$ cat config.mk
export PLATFORM = sky130hd
export DESIGN_NAME = mem_burst_scheduler
export DESIGN_NICKNAME = d
export VERILOG_FILES = /design/src/rtl/mem_sched_pkg.sv /design/src/rtl/rr_pointer_pick.sv /design/src/rtl/mem_burst_scheduler.sv
export SDC_FILE = /design/constraint.sdc
export NUM_CORES = 1
export LEC_CHECK = 0
export CAP_MARGIN = 5
export CORE_MARGIN = 2
export CORE_UTILIZATION = 30
export DETAILED_ROUTE_END_ITERATION = 12
export GPL_TIMING_DRIVEN = 0
export PLACE_DENSITY = 0.56
export SLEW_MARGIN = 10
export SYNTH_ARGS = -nofsm -noshare
export SYNTH_HDL_FRONTEND = slang
export SYNTH_SLANG_ARGS = --single-unit
$ cat constraint.sdc
create_clock -name clk -period 4 [get_ports clk]
set_input_delay 0.8 -clock clk [delete_from_list [all_inputs] [get_ports clk]]
set_output_delay 0.8 -clock clk [all_outputs]
set_load 0.02 [all_outputs]
$ cat src/rtl/mem_sched_pkg.sv
// Shared types and helpers for the memory burst scheduler.
// Holds parameter defaults, the FSM state type and the round-robin search
// function used by rr_pointer_pick.
package mem_sched_pkg;

    localparam int DEF_NUM_PORTS = 4;
    localparam int DEF_LEN_W     = 4;
    localparam int DEF_MAX_WAIT  = 15;

    // Upper bound on requesters the search function supports.
    localparam int MAX_PORTS = 32;
    localparam int IDX_W     = $clog2(MAX_PORTS);

    typedef enum logic [0:0] {S_IDLE, S_BURST} sched_state_e;

    typedef struct packed {
        logic             found;
        logic [IDX_W-1:0] idx;
    } pick_t;

    // First set bit of req scanning last+1, last+2, ... modulo num_ports.
    function automatic pick_t rr_pick(input logic [MAX_PORTS-1:0] req,
                                      input int last,
                                      input int num_ports);
        pick_t            r;
        logic [IDX_W-1:0] i;
        r = '0;
        for (int k = 1; k <= MAX_PORTS; k++) begin
            i = IDX_W'((last + k) % num_ports);
            if (k <= num_ports && !r.found && req[i]) begin
                r.found = 1'b1;
                r.idx   = i;
            end
        end
        return r;
    endfunction

endpackage

$ cat src/rtl/rr_pointer_pick.sv
// Combinational rotate-and-find-first picker: returns the first requesting
// port after the round-robin pointer, with wrap-around.
module rr_pointer_pick
    import mem_sched_pkg::*;
#(
    parameter int NUM_PORTS = DEF_NUM_PORTS,
    parameter int SEL_WIDTH = $clog2(NUM_PORTS)
) (
    input  logic [NUM_PORTS-1:0] req,
    input  logic [SEL_WIDTH-1:0] last,
    output logic                 found,
    output logic [SEL_WIDTH-1:0] idx
);

    pick_t pick;

    // Search the rotated request vector for the next owner.
    always_comb begin
        pick  = rr_pick(MAX_PORTS'(req), int'(last), NUM_PORTS);
        found = pick.found;
        idx   = SEL_WIDTH'(pick.idx);
    end

endmodule

$ cat src/rtl/mem_burst_scheduler.sv
// Round-robin burst scheduler for a single-ported on-chip buffer.
// One requester owns the port for a whole burst; one idle cycle separates
// consecutive grants so the buffer mux can switch.
// Optional starvation guard: define MEM_SCHED_STARVE_GUARD_EN to add per-port
// wait counters, urgent-first arbitration and the starved output.
module mem_burst_scheduler
    import mem_sched_pkg::*;
#(
    parameter int NUM_PORTS = DEF_NUM_PORTS,
    parameter int SEL_WIDTH = $clog2(NUM_PORTS),
    parameter int LEN_W     = DEF_LEN_W,
    parameter int MAX_WAIT  = DEF_MAX_WAIT
) (
    input  logic                       clk,
    input  logic                       rst,
    input  logic [NUM_PORTS-1:0]       req,
    input  logic [NUM_PORTS*LEN_W-1:0] req_len,
    output logic [NUM_PORTS-1:0]       grant,
    output logic [SEL_WIDTH-1:0]       select,
    output logic                       busy,
    output logic                       beat_valid,
    output logic                       beat_last,
    input  logic                       beat_ready,
    output logic [NUM_PORTS-1:0]       done
`ifdef MEM_SCHED_STARVE_GUARD_EN
    ,
    output logic                       starved
`endif
);

    sched_state_e         state, state_next;
    logic [LEN_W-1:0]     cnt;
    logic [SEL_WIDTH-1:0] last;
    logic                 rr_found;
    logic [SEL_WIDTH-1:0] rr_idx;
    logic [SEL_WIDTH-1:0] win;
    logic                 accept;
    logic                 take;
    logic                 finish;

    rr_pointer_pick #(
        .NUM_PORTS (NUM_PORTS),
        .SEL_WIDTH (SEL_WIDTH)
    ) u_rr_pick (
        .req   (req),
        .last  (last),
        .found (rr_found),
        .idx   (rr_idx)
    );

    assign busy       = (state == S_BURST);
    assign beat_valid = busy;
    assign beat_last  = busy && (cnt == '0);
    assign accept     = beat_valid && beat_ready;

    // State register.
    // NOTE: sequential state uses non-blocking assignments so every register samples pre-edge values.
    always_ff @(posedge clk or posedge rst) begin
        if (rst) state <= S_IDLE;
        else     state <= state_next;
    end

    // Next-state logic and grant/finish strobes.
    // NOTE: every output of this block gets a default first, so no path can infer a latch.
    always_comb begin
        state_next = state;
        take       = 1'b0;
        finish     = 1'b0;
        case (state)
            S_IDLE: begin
                if (rr_found) begin
                    take       = 1'b1;
                    state_next = S_BURST;
                end
            end
            S_BURST: begin
                if (accept && cnt == '0) begin
                    finish     = 1'b1;
                    state_next = S_IDLE;
                end
            end
            default: state_next = S_IDLE;
        endcase
    end

    // Ownership, beat counter, round-robin pointer and done pulse.
    // Reset mid-burst clears everything at once, so no done pulse escapes.
    always_ff @(posedge clk or posedge rst) begin
        if (rst) begin
            grant  <= '0;
            select <= '0;
            cnt    <= '0;
            last   <= SEL_WIDTH'(NUM_PORTS - 1);
            done   <= '0;
        end else begin
            done <= '0;
            if (take) begin
                select <= win;
                grant  <= NUM_PORTS'(1) << win;
                cnt    <= req_len[win*LEN_W +: LEN_W];
                last   <= win;
            end else if (finish) begin
                grant <= '0;
                done  <= NUM_PORTS'(1) << select;
            end else if (accept) begin
                cnt <= cnt - LEN_W'(1);
            end
        end
    end

`ifdef MEM_SCHED_STARVE_GUARD_EN
    localparam int WAIT_W = $clog2(MAX_WAIT + 1) + 1;

    logic [WAIT_W-1:0]    wait_cnt [NUM_PORTS];
    logic [NUM_PORTS-1:0] urgent;
    logic                 urg_found;
    logic [SEL_WIDTH-1:0] urg_idx;

    // Ports that have waited at least MAX_WAIT cycles are urgent.
    always_comb begin
        for (int i = 0; i < NUM_PORTS; i++) begin
            urgent[i] = req[i] && (wait_cnt[i] >= WAIT_W'(MAX_WAIT));
        end
    end

    rr_pointer_pick #(
        .NUM_PORTS (NUM_PORTS),
        .SEL_WIDTH (SEL_WIDTH)
    ) u_urgent_pick (
        .req   (urgent),
        .last  (last),
        .found (urg_found),
        .idx   (urg_idx)
    );

    assign win = urg_found ? urg_idx : rr_idx;

    // Saturating wait counters, cleared when the port is granted.
    always_ff @(posedge clk or posedge rst) begin
        if (rst) begin
            for (int i = 0; i < NUM_PORTS; i++) wait_cnt[i] <= '0;
        end else begin
            for (int i = 0; i < NUM_PORTS; i++) begin
                if (take && win == SEL_WIDTH'(i))
                    wait_cnt[i] <= '0;
                else if (req[i] && !grant[i] && wait_cnt[i] != '1)
                    wait_cnt[i] <= wait_cnt[i] + WAIT_W'(1);
            end
        end
    end

    // One-cycle flag alongside a grant won through urgency.
    always_ff @(posedge clk or posedge rst) begin
        if (rst) starved <= 1'b0;
        else     starved <= take && urg_found;
    end
`else
    logic unused_max_wait;

    assign win             = rr_idx;
    assign unused_max_wait = ^MAX_WAIT;
`endif

endmodule

* After elaboration in Yosys (flattened, before gate mapping) *
Index checks and enable logic that the tools add are counted.

storage, ports and cells
  flip-flop bits (word level) = 17
  input port bits = 23
  output and inout bits = 13
  word-level logic and storage cells = 66

operators by class
  $add $sub $neg = 5
  $lt $le $gt $ge = 4
  equal/unequal tests = 1
  shifts and indexed selects = 3
  multiplexer cells = 25
  bitwise operators = 5
  reductions and logical operators = 17

operator list
  cell                                                 count
  two-way mux 4 bit                                    7
  < comparator 5 x 6 -> 1 bit (second input constant)  4
  two-way mux 6 bit                                    4
  variable part select 16 x 5 -> 4 bit                 1
  binary-select mux 1 bit (select 3 bit)               4
  two-way mux 1 bit                                    9
  OR reduction 2 bit                                   4
  left shift 1 x 2 -> 4 bit (first input constant)     2
  logical AND 1 bit                                    6
  adder 2 x 1 -> 2 bit (second input constant)         2
  adder 2 bit (second input constant)                  2
  bitwise AND 1 bit (first input constant)             4
  zero test 4 bit                                      1
  nonzero test 2 bit                                   2
  subtractor 4 x 1 -> 4 bit (second input constant)    1
  zero test 1 bit                                      3
  != test 2 bit (second input constant)                1
  case mux 1 bit (2 select lines)                      1
  AND reduction 2 bit                                  1
  inverter 1 bit                                       1

* Longest topological paths before layout *
Gate-level depths: netlist of run 1.

  depth after elaboration = 19
  depth in mapped cells = 7
  depth with buffers taken out = 7

* Modules after synthesis *
Synthesis of run 1 repeated with hierarchy kept, for this count alone.

unflattened totals
  cells, all modules = 95
  area, all modules = 934.6 um^2

modules (own cells, without submodules)
  module               instances  cells each  area each (um^2)
  mem_burst_scheduler  1          81          855.8
  rr_pointer_pick      1          14          78.8

* Worst setup path before layout of run 1 *
Ideal clock, no wire load.

  path kind = register to output
  start = register cnt[0]
  end = output beat_last
  arrival time = 1.171 ns
  required time = 3.200 ns
  slack = 2.029 ns
  cell stages (with the launch flop) = 5
  path buffers = 0
  cell sequence = dfrtp_1 -> inv_1 -> ha_1 -> nor3b_1 -> and2_1

between the ends
  word-level cells in the longest chain between the ends = 2

ends and longest elaborated chain
  item                      RTL line                    RTL
  start: declaration        mem_burst_scheduler.sv:32   logic [LEN_W-1:0] cnt;
  start signal: assignment  mem_burst_scheduler.sv:100  cnt <= req_len[win*LEN_W +: LEN_W];
  start signal: assignment  mem_burst_scheduler.sv:106  cnt <= cnt - LEN_W'(1);
  zero test 4 bit           mem_burst_scheduler.sv:53   assign beat_last = busy && (cnt == '0);
  logical AND 1 bit         mem_burst_scheduler.sv:53
  end: declaration          mem_burst_scheduler.sv:22   output logic beat_last,

No other way between the ends.

* Worst setup path in the final report of run 1 *
Ends and elaborated chain as after synthesis.

==> results of run 1 <==
-- Yosys cell counts, drive strengths merged --
library cell and count:
nor3 4, and2 2, mux2i 6, nand2 7
nand2b 1, inv 12, and2b 1, a21oi 5
nor2b 2, o31ai 1, dfstp 2, a21o 2
ha 2, o21ai 5, nand3 4, nand3b 1
and3 2, dfrtp 15, o22ai 2, xnor2 2
nor3b 1, buf 1, a22o 2, a211oi 13
clkbuf 2, nor2 10, o32a 1
-- metal layers --
metal,vias up,part of all wire [%],wire (um)
met4,0,0,0
met2,40,48,1090
met5,-,0,0
met3,0,6.4,146
li1,460,-,-
met1,412,45,1030
-- final cells by class --
type,count,area [um^2]
plain buffers,3,15.0
flip-flops and latches,17,428
well taps,46,57.6
fillers,333,1840
clock buffers,4,26.3
inverters,12,45.0
repair buffers,35,350
multi-input cells,76,522
-- sequential cells by signal, indices dropped and copies added (netlist names) --
register,flops
beat_valid,1
last,2
grant,4
select,2
done,4
cnt,4
-- critical path: stages, from the launching register on --
cell             delay [ns]
dfrtp_1                0.39
inv_1                  0.11
ha_1                   0.17
nor3b_1                0.35
and2_1                 0.19
clkdlybuf4s50_1        0.60
-- cells by family after synthesis --
logic type	count (synthesis)
AND/OR/NAND/NOR	35
AO/OA/AOI/OAI	31
flip-flops	17
buffers and inverters	15
multiplexers	6
XOR/XNOR	2
adder cells (fa/ha/maj)	2
-- worst min-delay path by stage --
stage	slack [ns]	start	endpoint
floorplan	0.50	last[0]	last[0]
detailed placement	0.47	select[1]	done[0]
global placement	0.47	grant[3]	grant[3]
finish	0.49	select[1]	done[0]
global route	0.52	select[1]	done[0]
CTS	0.49	select[1]	done[0]
-- power by group through the flow --
stage	logic, mW	registers, mW	clock network (mW)
5_1_grt	0.453	0.294	0.100
3_5_place_dp	0.406	0.290	0
3_3_place_gp	0.397	0.288	0
2_1_floorplan	0.242	0.312	0
6_report	0.404	0.287	0.0911
4_1_cts	0.407	0.287	0.0940
==> run summary, run 1 <==
Status -> completed
RSZ-0062 raised after global routing -> false
Switching power -> 0.315 mW
Switch share -> 40.3%
Post-synth net total -> 133
Setup violators final -> 0
First-pass GRT wire length -> 3620 um
Residual DRC -> 0
WL/cell -> 11.8 um
Final core utilization -> 44.0%
HP Class -> flip-flop to flip-flop
GRT overflow -> 0
Hold depth -> 1
PwrDens -> 541 nW/um^2
Met2 GRT Util -> 22.3%
Routability cong. -> 0.782
Ant. Diodes -> 0
Power, Total -> 0.781 mW
Final Max Tran Viols -> 0
Max Freq -> 344 MHz
Period utilization -> 72.6%
CTS sink cnt -> 17
Largest family of logic cells by synthesized area -> compound AO/OA/AOI/OAI gates
Slew HR -> 58.8%
Core Area -> 3280 um^2
Synth Area in Adders -> 2.48%
Data required, critical path -> 3.20 ns
Power Internal -> 0.467 mW
Max H-tree Level -> 1
Die W -> 62.0 um
Largest net degree at the start of global routing -> 18
CP Launch Type -> flip-flop
Die area -> 3850 um^2
Peak VDD IR -> 0.144 mV
Nets -> 173
Share of cells above drive strength 1 -> 7.48%
Commonest cells after routing, fill and taps aside -> clkdlybuf4s50_1 (35), dfrtp_1 (15), a211oi_1 (13), inv_1 (12), nor2_1 (10)
Clock Pin Slew Worst Setup and Hold Paths -> 0.10 ns
Antenna Violating Nets Remaining -> 0
Dpl cell area -> 1420 um^2
Setup TNS -> 0 ns
Yosys top cell area share -> 37.2%
Cell Rows -> 21
Shortest period the worst path allows -> 2.91 ns
Critical Path Sink -> beat_last
Post-layout instance area -> 1440 um^2
WHS -> 0.487 ns
Synthesized netlist cell count -> 108
Final worst slack -> 1.09 ns
Die height -> 62.0 um
Vias per inst -> 4.73
Total GRT Usage -> 12.6%
Placed insts -> 189
Setup crit end kind -> primary output
Post-CTS Setup Bufs -> 0
R2R Setup Slk -> 2.21 ns
Worst slack, placed -> 1.41 ns
Vias -> 912
Area leader, netlist -> dfrtp_1
Initial core utilization -> 30.7%
Initial antenna violation count -> 0
Met1 track demand over resource -> 15.1%
Cts hold-fix bufs -> 0
Crit path from -> cnt[0]
Num CTS Buffers -> 3
Most common cell after layout, fill and taps aside -> clkdlybuf4s50_1
Final hold vios -> 0
Synthesized area -> 1010 um^2
Post-CTS resize count -> 0
FF-to-FF End -> grant[0]
Post-DP HPWL -> 1830 um
CP Class -> flip-flop to primary output
Sequential share of power -> 36.7%
Netlist cell types -> 31
Non-filler instance count after layout -> 193
Final wirelength -> 2270 um
TritonCTS clock tree -> yes
Max Clock Skew -> 0.00603 ns
LEAKAGE -> 0.615 nW
Drt pass-1 iters -> 4
Fraction of synthesized cell area in xor and xnor cells -> 1.73%
YS warnings -> 0
Max-cap violation count -> 0
Layout area overhead -> 43.0%
Iteration-0 DRC Markers -> 24
Worst Reg2Reg Path Length in Cells -> 6
Clock network power share -> 11.7%
Clk_lat worst skew -> 0.29 ns
Mux share of post-synthesis cell area -> 5.95%
Max Root-Sink Buffers -> 2
Critical Path AT -> 2.11 ns
Root buffer cell -> clkbuf_4
CP max FO -> 4
Post-Synth Simple-Gate Area -> 17.1%
Most Crowded Layer GR -> met2
# IOs -> 36
Mapped Avg Cell Area -> 9.35 um^2
Port Buf Inserts -> 35
Compound-Gate Fraction of Synth Area -> 24.4%
GR Util met3 -> 2.69%
Vias in the first global route -> 860
Actual slew at the worst max-slew pin -> 0.617 ns
Top cells by area, synth -> dfrtp_1 (37%), a211oi_1 (9.7%), mux2i_1 (5.9%), dfstp_2 (5.2%), inv_1 (4.5%)
Sequential area share after synthesis -> 42.4%
Worst r2r src -> cnt[0]
Logic pwr share -> 51.7%
FF+latch count, synth -> 17
Power figures use the tool's default switching activity.
==> inputs of run 2 (changes only) <==
==> constraint.sdc (replaced) <==
create_clock -name clk -period 3 [get_ports clk]
set_input_delay 0.6 -clock clk [delete_from_list [all_inputs] [get_ports clk]]
set_output_delay 0.6 -clock clk [all_outputs]
set_load 0.02 [all_outputs]
==> results of run 2 <==
The final DEF is identical to that of run 1. Status: completed.
Main changes from that run: setup slack after placement 1.41 ns -> 0.611 ns; setup slack after layout 1.09 ns -> 0.294 ns; register-to-register setup slack 2.21 ns -> 1.21 ns; total power 0.781 mW -> 1.04 mW; worst IR drop on VDD 0.144 mV -> 0.192 mV
